File: config.mk
export PLATFORM = sky130hd
export DESIGN_NAME = uart_apb_fifo
export DESIGN_NICKNAME = d
export VERILOG_FILES = /design/src/rtl/uart_apb_pkg.sv /design/src/rtl/uart_sync_fifo.sv /design/src/rtl/uart_apb_fifo.sv
export SDC_FILE = /design/constraint.sdc
export NUM_CORES = 1
export LEC_CHECK = 0
export CAP_MARGIN = 20
export CORE_MARGIN = 5
export CORE_UTILIZATION = 40
export CTS_CLUSTER_SIZE = 12
export DETAILED_ROUTE_END_ITERATION = 10
export DONT_BUFFER_PORTS = 1
export PLACE_DENSITY = 0.61
export SLEW_MARGIN = 10
export SYNTH_ARGS = -nofsm -noshare
export SYNTH_HDL_FRONTEND = slang
export SYNTH_SLANG_ARGS = --single-unit
File: constraint.sdc
create_clock -name pclk -period 9.7 [get_ports pclk]
set_input_delay 1.94 -clock pclk [delete_from_list [all_inputs] [get_ports pclk]]
set_output_delay 1.94 -clock pclk [all_outputs]
set_load 0.1 [all_outputs]
File: src/rtl/uart_apb_pkg.sv
// Shared register map, interrupt bit positions and reset constants for the
// UART APB FIFO block.
package uart_apb_pkg;

  localparam logic [7:0] OFF_CON  = 8'h00;
  localparam logic [7:0] OFF_SE   = 8'h04;
  localparam logic [7:0] OFF_BRG  = 8'h08;
  localparam logic [7:0] OFF_DATA = 8'h0C;
  localparam logic [7:0] OFF_IE   = 8'h10;
  localparam logic [7:0] OFF_ISR  = 8'h14;
  localparam logic [7:0] OFF_THR  = 8'h18;
  localparam logic [7:0] OFF_LVL  = 8'h1C;

  localparam int ISR_TXLOW = 0;
  localparam int ISR_RXHI  = 1;
  localparam int ISR_RXOV  = 2;
  localparam int ISR_FE    = 3;
  localparam int ISR_PE    = 4;
  localparam int ISR_TXOV  = 5;
  localparam int ISR_RXUR  = 6;

  localparam logic [6:0]  ISR_STICKY_MASK = 7'h7C;
  localparam logic [15:0] THR_RST         = 16'h0100;

endpackage

File: src/rtl/uart_sync_fifo.sv
// Single-clock FIFO with extra-MSB pointers; head is presented combinationally.
// Flush and reset clear the pointers only, storage is left untouched.
module uart_sync_fifo #(
  parameter int DEPTH = 16,
  parameter int W     = 9
) (
  input  logic                     pclk,
  input  logic                     prst,
  input  logic                     push,
  input  logic                     pop,
  input  logic                     flush,
  input  logic [W-1:0]             din,
  output logic [W-1:0]             dout,
  output logic                     full,
  output logic                     empty,
  output logic [$clog2(DEPTH):0]   level
);

  localparam int AW = $clog2(DEPTH);

  logic [W-1:0] mem [DEPTH];
  logic [AW:0]  wr_ptr;
  logic [AW:0]  rd_ptr;
  logic         do_push;
  logic         do_pop;

  assign empty   = (wr_ptr == rd_ptr);
  assign full    = (wr_ptr[AW] != rd_ptr[AW]) && (wr_ptr[AW-1:0] == rd_ptr[AW-1:0]);
  assign level   = wr_ptr - rd_ptr;
  // full is checked before any same-cycle pop, so a push into a full FIFO is lost
  assign do_push = push & ~full;
  assign do_pop  = pop & ~empty;
  assign dout    = mem[rd_ptr[AW-1:0]];

  always_ff @(posedge pclk) begin
    if (prst || flush) begin
      wr_ptr <= '0;
      rd_ptr <= '0;
    end else begin
      if (do_push) wr_ptr <= wr_ptr + 1'b1;
      if (do_pop)  rd_ptr <= rd_ptr + 1'b1;
    end
  end

  always_ff @(posedge pclk) begin
    if (do_push) mem[wr_ptr[AW-1:0]] <= din;
  end

endmodule

File: src/rtl/uart_apb_fifo.sv
// APB register front-end for a UART core: config registers, interrupt status,
// and TX/RX character FIFOs.
module uart_apb_fifo
  import uart_apb_pkg::*;
#(
  parameter int TXFF_DEPTH = 16,
  parameter int RXFF_DEPTH = 16,
  parameter int DATA_W     = 9
) (
  input  logic              pclk,
  input  logic              prst,
  input  logic              psel,
  input  logic              penable,
  input  logic              pwrite,
  input  logic [7:0]        paddr,
  input  logic [31:0]       pwdata,
  output logic [31:0]       prdata,
  output logic              pready,
  output logic              pslverr,
  output logic [DATA_W-1:0] tx_data,
  output logic              tx_valid,
  input  logic              tx_rd,
  input  logic [DATA_W-1:0] rx_data,
  input  logic              rx_wr,
  input  logic              rx_fe,
  input  logic              rx_pe,
  input  logic              tx_busy,
  input  logic              rx_busy,
  output logic              uart_en,
  output logic              uart_d9,
  output logic              uart_bsel,
  output logic              uart_af,
  output logic [15:0]       uart_brg,
  output logic              uart_if
);

  localparam int TXLW = $clog2(TXFF_DEPTH) + 1;
  localparam int RXLW = $clog2(RXFF_DEPTH) + 1;

  logic        con_af;
  logic [2:0]  se;
  logic [15:0] brg;
  logic [6:0]  ie;
  logic [7:0]  tx_thr, rx_thr;
  logic [6:0]  sticky, sticky_set, w1c, isr;
  logic        if_q;

  logic access, addr_ok, wr_acc, rd_acc;
  logic sel_con, sel_se, sel_brg, sel_data, sel_ie, sel_isr, sel_thr, sel_lvl;

  logic              tx_push, tx_pop, tx_flush, tx_full, tx_empty;
  logic              rx_push, rx_pop, rx_flush, rx_full, rx_empty;
  logic [DATA_W-1:0] rx_dout;
  logic [TXLW-1:0]   tx_level;
  logic [RXLW-1:0]   rx_level;
  logic [8:0]        tx_lvl9, rx_lvl9;
  logic              unused_pwdata;

  assign unused_pwdata = ^pwdata[31:16];

  always_comb begin
    {sel_con, sel_se, sel_brg, sel_data, sel_ie, sel_isr, sel_thr, sel_lvl} = '0;
    addr_ok = 1'b1;
    case (paddr)
      OFF_CON:  sel_con  = 1'b1;
      OFF_SE:   sel_se   = 1'b1;
      OFF_BRG:  sel_brg  = 1'b1;
      OFF_DATA: sel_data = 1'b1;
      OFF_IE:   sel_ie   = 1'b1;
      OFF_ISR:  sel_isr  = 1'b1;
      OFF_THR:  sel_thr  = 1'b1;
      OFF_LVL:  sel_lvl  = 1'b1;
      default:  addr_ok  = 1'b0;
    endcase
  end

  assign access  = psel & penable & ~prst;
  assign wr_acc  = access & pwrite & addr_ok;
  assign rd_acc  = access & ~pwrite & addr_ok;
  assign pready  = 1'b1;
  assign pslverr = access & ~addr_ok;

  assign tx_valid = se[0] & ~tx_empty & ~prst;
  assign tx_push  = wr_acc & sel_data;
  assign tx_pop   = tx_rd & tx_valid;
  assign tx_flush = wr_acc & sel_con & pwdata[1];
  assign rx_push  = rx_wr & ~prst;
  assign rx_pop   = rd_acc & sel_data;
  assign rx_flush = wr_acc & sel_con & pwdata[2];

  uart_sync_fifo #(.DEPTH(TXFF_DEPTH), .W(DATA_W)) u_tx_fifo (
    .pclk(pclk), .prst(prst), .push(tx_push), .pop(tx_pop), .flush(tx_flush),
    .din(pwdata[DATA_W-1:0]), .dout(tx_data), .full(tx_full), .empty(tx_empty),
    .level(tx_level)
  );

  uart_sync_fifo #(.DEPTH(RXFF_DEPTH), .W(DATA_W)) u_rx_fifo (
    .pclk(pclk), .prst(prst), .push(rx_push), .pop(rx_pop), .flush(rx_flush),
    .din(rx_data), .dout(rx_dout), .full(rx_full), .empty(rx_empty),
    .level(rx_level)
  );

  assign tx_lvl9 = 9'(tx_level);
  assign rx_lvl9 = 9'(rx_level);

  always_comb begin
    sticky_set = '0;
    sticky_set[ISR_RXOV] = rx_push & rx_full;
    sticky_set[ISR_FE]   = rx_fe & ~prst;
    sticky_set[ISR_PE]   = rx_pe & ~prst;
    sticky_set[ISR_TXOV] = tx_push & tx_full;
    sticky_set[ISR_RXUR] = rx_pop & rx_empty;
    w1c = (wr_acc && sel_isr) ? pwdata[6:0] : '0;
    isr = sticky & ISR_STICKY_MASK;
    isr[ISR_TXLOW] = (tx_lvl9 <= {1'b0, tx_thr});
    isr[ISR_RXHI]  = (rx_lvl9 >= {1'b0, rx_thr}) && (rx_thr != 8'd0);
  end

  always_ff @(posedge pclk) begin
    if (prst) begin
      con_af           <= 1'b0;
      se               <= '0;
      brg              <= '0;
      ie               <= '0;
      {rx_thr, tx_thr} <= THR_RST;
      sticky           <= '0;
      if_q             <= 1'b0;
    end else begin
      if (wr_acc) begin
        if (sel_con)           con_af <= pwdata[0];
        if (sel_se)            se     <= pwdata[2:0];
        if (sel_brg && !se[0]) brg    <= pwdata[15:0];
        if (sel_ie)            ie     <= pwdata[6:0];
        if (sel_thr) begin
          tx_thr <= pwdata[7:0];
          rx_thr <= pwdata[15:8];
        end
      end
      // a set in the same cycle as its clear wins
      sticky <= ((sticky & ~w1c) | sticky_set) & ISR_STICKY_MASK;
      if_q   <= |(isr & ie);
    end
  end

  always_comb begin
    prdata = '0;
    if (rd_acc) begin
      case (paddr)
        OFF_CON:  prdata = {31'b0, con_af};
        OFF_SE:   prdata = {24'b0, tx_busy | rx_busy, ~rx_empty, ~tx_full, 2'b0, se};
        OFF_BRG:  prdata = {16'b0, brg};
        OFF_DATA: prdata = rx_empty ? 32'b0 : {{(32-DATA_W){1'b0}}, rx_dout};
        OFF_IE:   prdata = {25'b0, ie};
        OFF_ISR:  prdata = {25'b0, isr};
        OFF_THR:  prdata = {16'b0, rx_thr, tx_thr};
        OFF_LVL:  prdata = {7'b0, rx_lvl9, 7'b0, tx_lvl9};
        default:  prdata = '0;
      endcase
    end
  end

  assign uart_en   = se[0];
  assign uart_d9   = se[1];
  assign uart_bsel = se[2];
  assign uart_af   = con_af & se[0];
  assign uart_brg  = brg;
  assign uart_if   = if_q & ~prst;

endmodule

==> impl_table.tex <==
\begin{tabular}{lr}
\hline
Metric & Value \\
\hline
\multicolumn{2}{l}{\textbf{Outcome}} \\
\quad Outcome & finished, final reports clean \\
\multicolumn{2}{l}{\textbf{Routing}} \\
\quad Count of unresolved DRC violations after routing & 0 \\
\quad DRT Wirelength & 35,200 µm \\
\quad DR pass1 iterations & 5 \\
\quad DRC marker count from the first detailed-route iteration & 723 \\
\quad Number of vias per cell & 5.46 \\
\quad Wire per inst & 22.7 µm \\
\quad Routed via count & 8,470 \\
\quad Antenna Violating Nets Remaining & 0 \\
\multicolumn{2}{l}{\textbf{Run}} \\
\quad Max Cap Viol & 0 \\
\multicolumn{2}{l}{\textbf{Place}} \\
\quad Placed Cells incl. Taps & 1,477 \\
\quad Last weighted congestion value of the routability-driven placer & 0.826 \\
\quad Buffers added on ports & 0 \\
\quad Detail Placement HPWL & 22,700 µm \\
\multicolumn{2}{l}{\textbf{Floorplanning}} \\
\quad Die extent in x & 206 µm \\
\quad Die ar. & 0.0424 mm² \\
\quad Count of boundary I/O pins & 125 \\
\quad Initial standard-cell utilization of the core & 40.7\% \\
\quad Vertical die dimension & 206 µm \\
\quad Area of the core & 0.0378 mm² \\
\quad Std cell rows & 71 \\
\multicolumn{2}{l}{\textbf{Synthesis}} \\
\quad Yosys top cell by area & edfxtp\_1 \\
\quad Proportion of synthesized chip area in sequential cells & 66.4\% \\
\quad Post-synthesis register bit count & 365 \\
\quad Top post-synthesis cells by area & edfxtp\_1 56\%, mux4\_2 12\%, dfxtp\_1 10\% \\
\quad Yosys warnings & 0 \\
\quad Primary FF master, synth & edfxtp\_1 \\
\quad Share of synthesized flip-flops with an asynchronous set or reset & 0\% \\
\quad Summed instance area of the synthesized netlist & 0.0154 mm² \\
\quad Post-synthesis instance total & 993 \\
\quad Number of enable-type register cells in the synthesized netlist & 288 \\
\quad Count of cell types in the netlist & 65 \\
\quad Post-Synthesis Mean Instance Area & 15.5 µm² \\
\quad Share of the synthesized area in the top cell type & 56.3\% \\
\multicolumn{2}{l}{\textbf{Worst hold path}} \\
\quad Kind of path behind the tightest hold check & reg2reg \\
\multicolumn{2}{l}{\textbf{STA}} \\
\quad Setup repair after global routing missed its margin & false \\
\quad Setup\_tns & 0 ns \\
\quad Final period demand of the worst path & 6.50 ns \\
\quad Fin. Hold Viols & 0 \\
\quad Share of the cycle needed by the critical path after routing & 67.0\% \\
\quad Total count of max-transition violations in the final report & 0 \\
\quad Normalized max-slew margin & 21.1\% \\
\quad Skew final & 0.0298 ns \\
\quad Final count of negative-setup-slack endpoints & 0 \\
\quad Pin slew with the least headroom to its limit & 1.19 ns \\
\quad Maximum clock frequency & 0.154 GHz \\
\quad Hold Worst Slack & 0.473 ns \\
\multicolumn{2}{l}{\textbf{Clock tree}} \\
\quad Resized cells post-CTS & 0 \\
\quad Number of buffers created by CTS & 39 \\
\quad Clock transition at the registers of the reported paths & 0.06 ns \\
\quad Number of H-tree branching levels & 2 \\
\quad Post-CTS Setup Bufs & 0 \\
\quad Number of hold buffers added after CTS & 0 \\
\quad Maximum clock insertion buffer count & 3 \\
\quad TritonCTS clock tree & built \\
\quad Clk Tree Root Cell & clkbuf\_16 \\
\quad Latest clock arrival within the worst-skew pair & 0.55 ns \\
\quad Clock sink total & 365 \\
\multicolumn{2}{l}{\textbf{Critical path}} \\
\quad Crit path capture type & output pin \\
\quad CP cell instances & nor4b\_2 -> and2\_1 -> a22oi\_1 -> and3\_1 -> o22ai\_2 \\
\quad Endpoint required time on the critical path & 7.76 ns \\
\quad Data arrival time of the critical path & 4.56 ns \\
\quad Internal reg-to-reg setup slack & 6.64 ns \\
\quad Critical path buffers and inverters & 0 \\
\quad CP max stage delay & 0.90 ns \\
\quad Family with the most delay on the worst path & simple AND/OR/NAND/NOR gates \\
\quad Critical path startpoint category & input pin \\
\quad Kind of critical path & in2out \\
\quad CP max stage cell & o22ai\_2 \\
\quad Critical path fanouts, max & 14 \\
\multicolumn{2}{l}{\textbf{Pwr}} \\
\quad Leakage power of the design & 5.34 nW \\
\quad PD cells & 180 mW/mm² \\
\quad Max VDD drop & 0.145 mV \\
\multicolumn{2}{l}{\textbf{Final layout}} \\
\quad Layout overhead on the synthesized area & 12.7\% \\
\quad Fillers & 3,318 \\
\quad Post-layout instance count excluding filler cells & 1,550 \\
\quad Number of inserted diodes & 0 \\
\quad Fraction of final layout cells sized beyond drive strength 1 & 20.2\% \\
\quad Net total in the final layout & 1,102 \\
\multicolumn{2}{l}{\textbf{GRT}} \\
\quad Wire length of the first global-routing pass & 53,200 µm \\
\quad Maximum number of pins on one net before global-route repair & 56 \\
\quad Number of global-route vias before repair & 8,569 \\
\quad Global-route congestion overflow total & 0 \\
\quad Global routing usage summed across all routing layers & 16.7\% \\
\quad Antenna violations before repair & 0 \\
\hline
\end{tabular}
## path summary, 6_finish.rpt
check | start | end | cells past startpoint
setup / recovery | paddr[1] | prdata[5] | 5
hold / removal | rx_thr[7] | rx_thr[7] | 2
setup reg to reg | u_rx_fifo.wr_ptr[0] | if_q | 13
hold reg to reg | rx_thr[7] | rx_thr[7] | 2
## logic make-up after synthesis
| group | synth area share [%] |
|---|---|
| and+or+nand+nor | 7.94 |
| xor gates and xnor gates | 1.31 |
| DFF | 66.4 |
| AOI/OAI and AO/OA | 5.11 |
| buffers and inverters | 2.84 |
| muxes | 13.8 |
| adders and majority gates | 2.54 |
| other | 0.0489 |
## power by group
part	internal, mW	leakage (nW)	switching [mW]
Sequential	1.69	3.21	0.00198
Combinational	0.0125	1.57	0.0402
Clock	0.784	0.562	0.587
## placed cells by master, fill, tap and decap left out, types with 6 or more instances in the layout
| cell type | count |
|---|---|
| edfxtp_1 | 288 |
| nand2_1 | 84 |
| mux4_2 | 80 |
| dfxtp_1 | 75 |
| nor2_1 | 70 |
| a21oi_1 | 50 |
| clkbuf_16 | 40 |
| ha_1 | 28 |
| inv_1 | 26 |
| buf_4 | 26 |
| mux2i_1 | 21 |
| xnor2_1 | 14 |
| a22oi_1 | 14 |
| clkbuf_1 | 13 |
| conb_1 | 12 |
| nand3_1 | 11 |
| mux2_2 | 10 |
| nor3_1 | 10 |
| o21ai_0 | 10 |
| nor2_2 | 9 |
| xor2_1 | 9 |
| and2_1 | 8 |
| clkinv_1 | 8 |
| o22ai_2 | 7 |
| nand2b_1 | 7 |
| a21o_1 | 6 |
| and3_1 | 6 |
## stage by stage
step | utilization [%] | area (µm²) | total power, mW | setup slack, ns
2_1_floorplan | - | 15400 | 1.77 | 3.16
6_report | 45.8 | 17300 | 3.12 | 3.20
3_3_place_gp | 42.3 | 16000 | 1.78 | 3.26
3_5_place_dp | 42.5 | 16100 | 1.78 | 3.27
4_1_cts | 45.6 | 17200 | 3.14 | 3.27
5_1_grt | 45.8 | 17300 | 3.22 | 3.15
## state kept, by name, summed over array words and instances, names as in the netlist, 3 cells and up, named ones only
| name | count |
|---|---|
| u_rx_fifo.rd_ptr | 5 |
| ie | 7 |
| rx_thr | 8 |
| u_rx_fifo.mem | 144 |
| sticky | 5 |
| u_rx_fifo.wr_ptr | 5 |
| se | 3 |
| u_tx_fifo.wr_ptr | 5 |
| tx_thr | 8 |
| uart_brg | 16 |
| u_tx_fifo.mem | 144 |
| u_tx_fifo.rd_ptr | 5 |
## tightest hold or removal path, cell delays in order (launching register included)
cell and delay [ns]:
dfxtp_1 0.32, nand2_1 0.06, a21oi_1 0.05
## per-layer routing
metal	share of wire [%]	vias to the layer above	wire length (µm)	track usage, %
met5	0	-	0	0
met4	2.8	0	1000	5.61
met3	7.4	62	2620	5.10
met2	45	251	16000	25.2
met1	44	4326	15600	23.2
li1	-	3831	-	-
## synthesized netlist by cell type (all sizes together), types with 10 or more instances
cell	instances
a21oi	53
a22oi	14
buf	49
clkbuf	16
dfxtp	77
edfxtp	288
ha	28
inv	26
mux2	10
mux2i	21
mux4	80
nand2	85
nand3	11
nor2	79
nor3	15
o21ai	11
xnor2	14
## final cells by class
cell class / count / area, µm² / area share [%]
inverters: 26 / 97.6 / 0.564
repair buffers: 33 / 355 / 2.05
clock buffers: 53 / 1050 / 6.07
well taps: 511 / 639 / 3.69
clock inverters: 15 / 105 / 0.607
multi-input cells: 547 / 4870 / 28.1
flip-flops and latches: 365 / 10200 / 58.9
No activity file was read; power rests on OpenSTA's default activity.
